$ cat config.mk
export PLATFORM = sky130hd
export DESIGN_NAME = ahb_grant_ctrl_flat
export DESIGN_NICKNAME = d
export VERILOG_FILES = /design/src/rtl/ahb_arb_pkg.sv /design/src/rtl/ahb_grant_ctrl_if.sv /design/src/rtl/ahb_rr_pick.sv /design/src/rtl/ahb_grant_ctrl.sv /design/src/flat_wrapper.sv
export SDC_FILE = /design/constraint.sdc
export NUM_CORES = 1
export LEC_CHECK = 0
export CAP_MARGIN = 20
export CORE_UTILIZATION = 25
export DETAILED_ROUTE_END_ITERATION = 16
export GPL_ROUTABILITY_DRIVEN = 0
export HOLD_SLACK_MARGIN = 0.08
export SLEW_MARGIN = 20
export SYNTH_ARGS = -nofsm -noshare
export SYNTH_HDL_FRONTEND = slang
export SYNTH_HIERARCHICAL = 1
export SYNTH_SLANG_ARGS = --single-unit
$ cat constraint.sdc
create_clock -name hclk -period 6.17 [get_ports hclk]
set_input_delay 1.5425 -clock hclk [delete_from_list [all_inputs] [get_ports hclk]]
set_output_delay 1.5425 -clock hclk [all_outputs]
set_load 0.02 [all_outputs]
$ cat src/rtl/ahb_arb_pkg.sv
// Shared AHB arbiter definitions: transfer/response encodings, grant FSM state
// and the debug view exported by the grant controller.
package ahb_arb_pkg;

    localparam logic [1:0] HTRANS_IDLE   = 2'b00;
    localparam logic [1:0] HTRANS_BUSY   = 2'b01;
    localparam logic [1:0] HTRANS_NONSEQ = 2'b10;
    localparam logic [1:0] HTRANS_SEQ    = 2'b11;

    localparam logic [1:0] HRESP_OKAY  = 2'b00;
    localparam logic [1:0] HRESP_ERROR = 2'b01;
    localparam logic [1:0] HRESP_RETRY = 2'b10;
    localparam logic [1:0] HRESP_SPLIT = 2'b11;

    typedef enum logic {
        OWN      = 1'b0,
        HANDOVER = 1'b1
    } grant_state_t;

    typedef struct packed {
        grant_state_t state;
        logic         arb_ok;
        logic         any_req;
    } grant_dbg_t;

endpackage

$ cat src/rtl/ahb_grant_ctrl_if.sv
// Arbitration-side signal bundle between AHB masters, the finish detector
// and the grant controller.
interface ahb_grant_ctrl_if #(
    parameter int NUM_MASTERS = 4
);
    localparam int MW = $clog2(NUM_MASTERS);

    // hready is the only flow control: a pending handover completes on the
    // first rising edge with hready high. hbusreq/hlock are levels sampled
    // every edge; hgrant is their only acknowledge, with no ready/valid pairing.
    logic [NUM_MASTERS-1:0] hbusreq;
    logic [NUM_MASTERS-1:0] hlock;
    logic [1:0]             htrans;
    logic                   hready;
    logic                   transfin;
    logic [NUM_MASTERS-1:0] hgrant;
    logic [MW-1:0]          hmaster;
    logic                   hmastlock;

    modport master (
        output hbusreq, hlock, htrans, hready, transfin,
        input  hgrant, hmaster, hmastlock
    );

    modport slave (
        input  hbusreq, hlock, htrans, hready, transfin,
        output hgrant, hmaster, hmastlock
    );

endinterface

$ cat src/rtl/ahb_rr_pick.sv
// Round-robin pick: first requester after grant_idx (wrapping, ending at
// grant_idx itself); parks on DEFAULT_MASTER when nobody requests.
module ahb_rr_pick #(
    parameter  int NUM_MASTERS    = 4,
    parameter  int DEFAULT_MASTER = 0,
    localparam int MW             = $clog2(NUM_MASTERS)
) (
    input  logic [NUM_MASTERS-1:0] hbusreq,
    input  logic [MW-1:0]          grant_idx,
    output logic [MW-1:0]          winner,
    output logic                   any_req
);

    // One spare bit so grant_idx + offset never overflows before the wrap.
    logic [MW:0] probe;
    logic        found;

    always_comb begin
        winner = MW'(DEFAULT_MASTER);
        found  = 1'b0;
        probe  = '0;
        for (int i = 1; i <= NUM_MASTERS; i++) begin
            probe = {1'b0, grant_idx} + (MW+1)'(i);
            if (probe >= (MW+1)'(NUM_MASTERS)) begin
                probe = probe - (MW+1)'(NUM_MASTERS);
            end
            if (!found && hbusreq[probe[MW-1:0]]) begin
                winner = probe[MW-1:0];
                found  = 1'b1;
            end
        end
    end

    assign any_req = |hbusreq;

endmodule

$ cat src/rtl/ahb_grant_ctrl.sv
// AHB grant controller: round-robin hgrant, then hmaster/hmastlock handed
// over one address phase later on the first hready edge.
module ahb_grant_ctrl
    import ahb_arb_pkg::*;
#(
    parameter  int NUM_MASTERS    = 4,
    parameter  int DEFAULT_MASTER = 0,
    localparam int MW             = $clog2(NUM_MASTERS)
) (
    input  logic             hclk,
    input  logic             hreset,
    ahb_grant_ctrl_if.slave  bus,
    output grant_dbg_t       dbg
);

    localparam logic [MW-1:0]          DEF_IDX   = MW'(DEFAULT_MASTER);
    localparam logic [NUM_MASTERS-1:0] DEF_GRANT = NUM_MASTERS'(1) << DEFAULT_MASTER;

    grant_state_t           state_q,     state_nxt;
    logic [MW-1:0]          grant_idx_q, grant_idx_nxt;
    logic                   lock_q,      lock_nxt;
    logic [NUM_MASTERS-1:0] hgrant_q,    hgrant_nxt;
    logic [MW-1:0]          hmaster_q,   hmaster_nxt;
    logic                   hmastlock_q, hmastlock_nxt;

    logic [MW-1:0] winner;
    logic          any_req;
    logic          addr_active;
    logic          arb_ok;

    ahb_rr_pick #(
        .NUM_MASTERS    (NUM_MASTERS),
        .DEFAULT_MASTER (DEFAULT_MASTER)
    ) u_pick (
        .hbusreq   (bus.hbusreq),
        .grant_idx (grant_idx_q),
        .winner    (winner),
        .any_req   (any_req)
    );

    assign addr_active = (bus.htrans == HTRANS_NONSEQ) || (bus.htrans == HTRANS_SEQ);
    // A locked owner blocks rearbitration until it drops hlock itself.
    assign arb_ok = (state_q == OWN) && bus.hready && (bus.transfin || !addr_active)
                    && !bus.hlock[grant_idx_q];

    always_comb begin
        state_nxt     = state_q;
        grant_idx_nxt = grant_idx_q;
        lock_nxt      = lock_q;
        hgrant_nxt    = hgrant_q;
        hmaster_nxt   = hmaster_q;
        hmastlock_nxt = hmastlock_q;
        case (state_q)
            OWN: begin
                if (bus.hready && (hmaster_q == grant_idx_q)) begin
                    hmastlock_nxt = bus.hlock[hmaster_q];
                end
                if (arb_ok) begin
                    lock_nxt = bus.hlock[winner];
                    if (winner != grant_idx_q) begin
                        grant_idx_nxt      = winner;
                        hgrant_nxt         = '0;
                        hgrant_nxt[winner] = 1'b1;
                        state_nxt          = HANDOVER;
                    end
                end
            end
            HANDOVER: begin
                if (bus.hready) begin
                    hmaster_nxt   = grant_idx_q;
                    hmastlock_nxt = lock_q;
                    state_nxt     = OWN;
                end
            end
            default: state_nxt = OWN;
        endcase
    end

    always_ff @(posedge hclk) begin
        if (hreset) begin
            state_q     <= OWN;
            grant_idx_q <= DEF_IDX;
            lock_q      <= 1'b0;
            hgrant_q    <= DEF_GRANT;
            hmaster_q   <= DEF_IDX;
            hmastlock_q <= 1'b0;
        end else begin
            state_q     <= state_nxt;
            grant_idx_q <= grant_idx_nxt;
            lock_q      <= lock_nxt;
            hgrant_q    <= hgrant_nxt;
            hmaster_q   <= hmaster_nxt;
            hmastlock_q <= hmastlock_nxt;
        end
    end

    assign bus.hgrant    = hgrant_q;
    assign bus.hmaster   = hmaster_q;
    assign bus.hmastlock = hmastlock_q;

    always_comb begin
        dbg         = '0;
        dbg.state   = state_q;
        dbg.arb_ok  = arb_ok;
        dbg.any_req = any_req;
    end

endmodule

$ cat src/flat_wrapper.sv
// flat-port wrapper written by rule: the top's interface ports become plain ports
module ahb_grant_ctrl_flat import ahb_arb_pkg::*;
#(
    parameter  int NUM_MASTERS    = 4,
    parameter  int DEFAULT_MASTER = 0,
    localparam int MW             = $clog2(NUM_MASTERS)
)
  (hclk, hreset, dbg, bus_hbusreq, bus_hlock, bus_htrans, bus_hready, bus_transfin, bus_hgrant, bus_hmaster, bus_hmastlock);
  ahb_grant_ctrl_if #(.NUM_MASTERS(NUM_MASTERS)) bus_i ();
  input  logic hclk;
  input  logic hreset;
  output grant_dbg_t dbg;
  input wire logic [$bits(bus_i.hbusreq)-1:0] bus_hbusreq;
  input wire logic [$bits(bus_i.hlock)-1:0] bus_hlock;
  input wire logic [$bits(bus_i.htrans)-1:0] bus_htrans;
  input wire logic [$bits(bus_i.hready)-1:0] bus_hready;
  input wire logic [$bits(bus_i.transfin)-1:0] bus_transfin;
  output wire logic [$bits(bus_i.hgrant)-1:0] bus_hgrant;
  output wire logic [$bits(bus_i.hmaster)-1:0] bus_hmaster;
  output wire logic [$bits(bus_i.hmastlock)-1:0] bus_hmastlock;
  assign bus_i.hbusreq = bus_hbusreq;
  assign bus_i.hlock = bus_hlock;
  assign bus_i.htrans = bus_htrans;
  assign bus_i.hready = bus_hready;
  assign bus_i.transfin = bus_transfin;
  assign bus_hgrant = bus_i.hgrant;
  assign bus_hmaster = bus_i.hmaster;
  assign bus_hmastlock = bus_i.hmastlock;
  ahb_grant_ctrl #(.NUM_MASTERS(NUM_MASTERS), .DEFAULT_MASTER(DEFAULT_MASTER)) u_core (.hclk(hclk), .hreset(hreset), .bus(bus_i), .dbg(dbg));
endmodule
# [Yosys cells after proc, flatten, opt, wreduce, memory -nomap -nowiden]
# Cells that the tools add are included.
[op_classes] addsub=8 magnitude_cmp=12 n_eq_ne=6 n_mux=34 n_bitwise=1 n_reduce_logical=20
[op_table] cell="2-bit by 3-bit < comparator with 1-bit output, second input constant" n=7
[op_table] cell="1-bit 2-to-1 mux" n=16
[op_table] cell="2-bit 2-to-1 mux" n=8
[op_table] cell="1-bit binary-select mux with 2-bit select" n=7
[op_table] cell="3-bit >= comparator, second input constant" n=4
[op_table] cell="1-bit logical AND" n=8
[op_table] cell="2-bit by 1-bit subtractor with 2-bit output, second input constant" n=4
[op_table] cell="2-bit by 2-bit adder with 3-bit output, second input constant" n=2
[op_table] cell="2-bit AND reduction" n=3
[op_table] cell="1-bit logical NOT" n=5
[op_table] cell="2-bit == test, second input constant" n=2
[op_table] cell="2-bit != test, second input constant" n=2
[op_table] cell="1-bit one-hot mux with 2 select lines" n=2
[op_table] cell="4-bit OR reduction" n=1
[op_table] cell="2-bit by 1-bit adder with 3-bit output, second input constant" n=1
[op_table] cell="2-bit by 3-bit adder with 3-bit output, second input constant" n=1
[op_table] cell="3-bit AND reduction" n=1
[op_table] cell="1-bit demux with 2-bit select" n=1
[op_table] cell="2-bit == test" n=1
[op_table] cell="2-bit by 1-bit >= comparator with 1-bit output, second input constant" n=1
[op_table] cell="1-bit logical OR" n=2
[op_table] cell="2-bit != test" n=1
[op_table] cell="1-bit NOT" n=1
[totals] register_bits=11 inputBits=14 out_inout_bits=10 elab_cells=87

# [Logic depth before layout (Yosys ltp)]
[logic_depth] ltp_word=19 mapped_depth=7 depth_no_buf=6

# [Cells and area by module]
# The synthesis kept the hierarchy.
[by_module_without_submodules] module="ahb_grant_ctrl" instances=1 cells_each=74 area_each_um2=661.9
[by_module_without_submodules] module="ahb_rr_pick" instances=1 cells_each=14 area_each_um2=81.3

# [Worst setup path after synthesis]
# Ideal clock, no wire load.
[synth_timing] path_kind="input -> output" start="in bus_hlock[3]" end="out dbg[1] in the netlist's numbering" arrival_ns=2.286 required_ns=4.628 path_slack_ns=2.342 path_stages=4 n_path_buf=1 cell_sequence="mux2i_1 o2111ai_2 nor2_1 buf_4"
[synth_between] elab_chain_cells=4
[synth_lines] element="start, declared" line_no="flat_wrapper.sv:14" text="input wire logic [$bits(bus_i.hlock)-1:0] bus_hlock;"
[synth_lines] element="1-bit binary-select mux with 2-bit select" line_no="ahb_grant_ctrl.sv:44" text="&& !bus.hlock[grant_idx_q];"
[synth_lines] element="1-bit 2-to-1 mux (implied by the code)" line_no="ahb_grant_ctrl.sv:44"
[synth_lines] element="1-bit logical NOT" line_no="ahb_grant_ctrl.sv:44"
[synth_lines] element="1-bit logical AND" line_no="ahb_grant_ctrl.sv:44"
[synth_lines] element="end, declared" line_no="flat_wrapper.sv:12" text="output grant_dbg_t dbg;"
# No other way between the ends. The select of a mux whose other input is x is not followed.

==> impl_table.tex <==
\begin{tabular}{lr}
\hline
Metric & Value \\
\hline
\multicolumn{2}{l}{\textbf{Layout}} \\
\quad Syn-to-layout area delta & 30.0\% \\
\quad Share of the core filled with cells in the final layout & a little over a third \\
\quad Antenna cells & 0 \\
\quad Share of final-layout standard cells stronger than drive strength 1 & approximately 8.5\% \\
\quad Final net count & about 120 \\
\multicolumn{2}{l}{\textbf{Logic synthesis}} \\
\quad Avg Synthesized Cell Area & 8.45 um\^{}2 \\
\quad Synth Cell Area & 743 um\^{}2 \\
\quad Area contributors post-synth & dfxtp\_1 (30\%), mux2i\_1 (11\%), nand2\_1 (8.1\%), mux4\_2 (6.1\%), nor2\_1 (6.1\%) \\
\quad Yosys synthesis warning count & 6 \\
\quad Nets in the synthesized netlist & 102 \\
\quad Post-synth EDFFs & 0 \\
\quad Post-Synthesis Cells & 88 \\
\quad Flip-flop and latch count after synthesis & 11 \\
\quad Most numerous cell in the Yosys netlist & nand2\_1 \\
\quad Primary flip-flop cell chosen by synthesis mapping & dfxtp\_1 \\
\quad Ranking of synthesized cells by instance count & nand2\_1 (16), nor2\_1 (12), dfxtp\_1 (11) \\
\quad Seq/Total Area, Yosys & 29.6\% \\
\quad Number of distinct library cells after synthesis & 27 \\
\quad Largest area contributor in the netlist & dfxtp\_1 \\
\quad Top-area cell type share of the netlist area & just under 30\% \\
\quad Share of flip-flops with an asynchronous set or reset after synthesis & 0\% \\
\multicolumn{2}{l}{\textbf{Pwr}} \\
\quad Switch Pwr & 0.0000560 W \\
\quad Switching share of power & 30.5\% \\
\quad Maximum VDD drop & around 130 uV \\
\quad Proportion of power drawn by the clock network & 26.8\% \\
\quad Share of total power in combinational logic & 29.3\% \\
\quad Lkg Pwr & 0.346 nW \\
\quad Power Internal & 0.000128 W \\
\quad Power, Total & approximately 0.00018 W \\
\quad Power density of the placed cells & approximately 190 mW/mm\^{}2 \\
\quad Flop pwr share & about 44\% \\
\multicolumn{2}{l}{\textbf{STA}} \\
\quad Time the final worst path needs with I/O delays and setup & about 4.9 ns \\
\quad Maximum frequency from static timing analysis & $\sim$200 MHz \\
\quad Number of failing hold endpoints at the final stage & 0 \\
\quad Share of the clock period used by the worst path after layout & 79.5\% \\
\quad RSZ-0062 raised after global routing & no \\
\quad Slew @ Worst Pin & slightly above 0.6 ns \\
\quad Setup tns final & 0 ns \\
\quad Number of setup violations in the final report & 0 \\
\quad Final-report max-slew violation count & 0 \\
\quad Relative max-transition margin & between 50\% and 60\% \\
\quad Fin Clk Skew & between 0.003 and 0.004 ns \\
\multicolumn{2}{l}{\textbf{Job}} \\
\quad Max capacitance violation total & 0 \\
\multicolumn{2}{l}{\textbf{Clock network}} \\
\quad Hold-fix buffers at CTS & 0 \\
\quad Clock tree buffer depth & 2 \\
\quad Post-cts gate resize count & 0 \\
\quad H-tree depth reported by CTS & 1 \\
\quad Clock Tree Root & clkbuf\_4 \\
\quad Buffers inserted by post-CTS timing repair & 0 \\
\quad TritonCTS clock tree & done \\
\quad Clock buffers created by TritonCTS & 3 \\
\quad Worst-path clk slew & around 0.070 ns \\
\quad Clk sinks & 11 \\
\quad Clock latency at the later pin of the worst-skew pair & 0.27 ns \\
\multicolumn{2}{l}{\textbf{Routing}} \\
\quad Antenna violation net count after detailed routing & 0 \\
\quad Via count of the routed design & between 600 and 700 \\
\quad Residual DRC count & 0 \\
\quad Total wire length after detailed routing & $\sim$1500 um \\
\quad Wire per inst & 11.3 um \\
\quad Detailed Route Iter0 Violations & 4 \\
\quad Initial DRT Pass Iterations & 2 \\
\quad Avg Vias per Cell & between 4 and 5 \\
\multicolumn{2}{l}{\textbf{Worst setup path}} \\
\quad Critical Path AT & between 3 and 4 ns \\
\quad Startpoint type of the worst setup path & primary input \\
\quad Worst EP required & about 4.6 ns \\
\quad Setup crit end kind & primary output \\
\quad Cell occurring most often along the worst timing path & clkdlybuf4s50\_1 \\
\quad CP max stage delay & between 0.6 and 0.7 ns \\
\quad Maximum net fanout on the critical path & 7 \\
\quad Crit-path cells & clkdlybuf4s50\_1 > o2111ai\_2 > nor2\_1 > clkdlybuf4s50\_1 \\
\quad Slowest stage cell, crit path & clkdlybuf4s50\_1 \\
\quad Setup CP Type & primary input to primary output \\
\multicolumn{2}{l}{\textbf{GRT}} \\
\quad Wire length of the first global-routing pass & 2730 um \\
\quad Maximum number of pins on one net before global-route repair & 13 \\
\quad Routing layer with the top usage in global route & met2 \\
\quad GRT Util Overall & between 10\% and 20\% \\
\quad Number of antenna violations at the first check in global routing & 0 \\
\quad Met3 layer usage reported by global route & 2.30\% \\
\quad Met2 Usage GRT & approximately 17\% \\
\quad Via count of the first global-routing pass & about 600 \\
\quad Overflow after GRT & 0 \\
\quad Met1 Use GR & 14.7\% \\
\multicolumn{2}{l}{\textbf{Floorplan}} \\
\quad I/O pins & 24 \\
\quad Width of the chip & $\sim$57 um \\
\quad Starting Density & between 20\% and 30\% \\
\quad Die Span Y & 56.5 um \\
\quad Core box area & 0.00278 mm\^{}2 \\
\quad Overall die area & roughly 0.0032 mm\^{}2 \\
\quad Std-Cell Rows & 19 \\
\multicolumn{2}{l}{\textbf{Status}} \\
\quad Run status & complete, no violations \\
\multicolumn{2}{l}{\textbf{Placement}} \\
\quad Buffers added on ports & 22 \\
\multicolumn{2}{l}{\textbf{Min path}} \\
\quad Classification of the worst-slack hold path & flop to flop \\
\hline
\end{tabular}
-- final cells by class --
cell class / instances / area [um^2]
Clock buffer: 4 / 26.3
Fill cell: 296 / 1820
Inverter: 4 / 15.0
Multi-Input combinational cell: 65 / 445
Sequential cell: 11 / 220
Tap cell: 31 / 38.8
Timing Repair Buffer: 22 / 220
-- cells in the final DEF (no fill, tap or decap), types with 2 or more instances in the layout --
master / instances
clkbuf_4: 3
nor2_1: 12
a21oi_1: 6
nand3_1: 3
dfxtp_1: 11
inv_1: 4
clkdlybuf4s50_1: 22
nand2_1: 16
mux4_2: 2
xor2_1: 2
mux2i_1: 8
xnor2_1: 2
nand2b_1: 2
-- routing by layer --
metal  share of wire (%)  vias up
met1                  50      308
li1                    -      327
met5                   0        -
met3                 3.0        2
met4                0.58        0
met2                  46       11
-- stage by stage --
| stage | instances | worst slack, ns | hold WS, ns | instance area (um^2) |
|---|---|---|---|---|
| floorplan | 88 | 2.34 | 0.435 | 743 |
| global placement | 133 | 1.27 | 0.447 | 940 |
| detailed placement | 133 | 1.26 | 0.453 | 940 |
| CTS | 137 | 1.26 | 0.465 | 966 |
| global route | 137 | 1.14 | 0.490 | 966 |
| finish | 137 | 1.27 | 0.460 | 966 |
-- final timing paths --
| path | slack [ns] | end | cells after the start | start |
|---|---|---|---|---|
| worst min-delay path | 0.46 | u_core/lock_q | 2 | u_core/lock_q |
| worst max register to register | 3.83 | u_core/bus.hgrant[1] | 5 | u_core/grant_idx_q[1] |
| worst min register to register | 0.46 | u_core/lock_q | 2 | u_core/lock_q |
| worst max-delay path | 1.27 | dbg[1] | 4 | bus_hready |
-- state kept, by name, summed over array words and instances, names as in the netlist --
| signal | flops |
|---|---|
| u_core/grant_idx_q | 2 |
| u_core/lock_q | 1 |
| u_core/state_q | 1 |
| u_core/bus.hmaster | 2 |
| u_core/bus.hmastlock | 1 |
| u_core/bus.hgrant | 4 |
-- critical path, delay by kind of cell --
| kind | cells | cell delay [ns] |
|---|---|---|
| AOI/OAI and AO/OA | 1 | 0.22 |
| buffers and inverters | 2 | 1.29 |
| and+or+nand+nor | 1 | 0.30 |
-- logic make-up (layout without fill, tap and decap cells) --
family / after synthesis / in the layout / synth area share, %
DFF: 11 / 11 / 29.6
buffers and inverters: 12 / 30 / 10.4
and+or+nand+nor: 37 / 37 / 21.7
xor gates and xnor gates: 4 / 4 / 4.71
muxes: 11 / 11 / 18.9
AOI/OAI and AO/OA: 13 / 13 / 14.6
-- power by group through the flow --
stage / combinational [W] / sequential (W) / clock (W)
CTS: 0.0000541 / 0.0000807 / 0.0000525
finish: 0.0000537 / 0.0000807 / 0.0000492
global route: 0.0000585 / 0.0000816 / 0.0000564
global placement: 0.0000531 / 0.0000822 / 0
floorplan: 0.0000366 / 0.0000827 / 0
detailed placement: 0.0000538 / 0.0000822 / 0
Power figures use the tool's default switching activity.
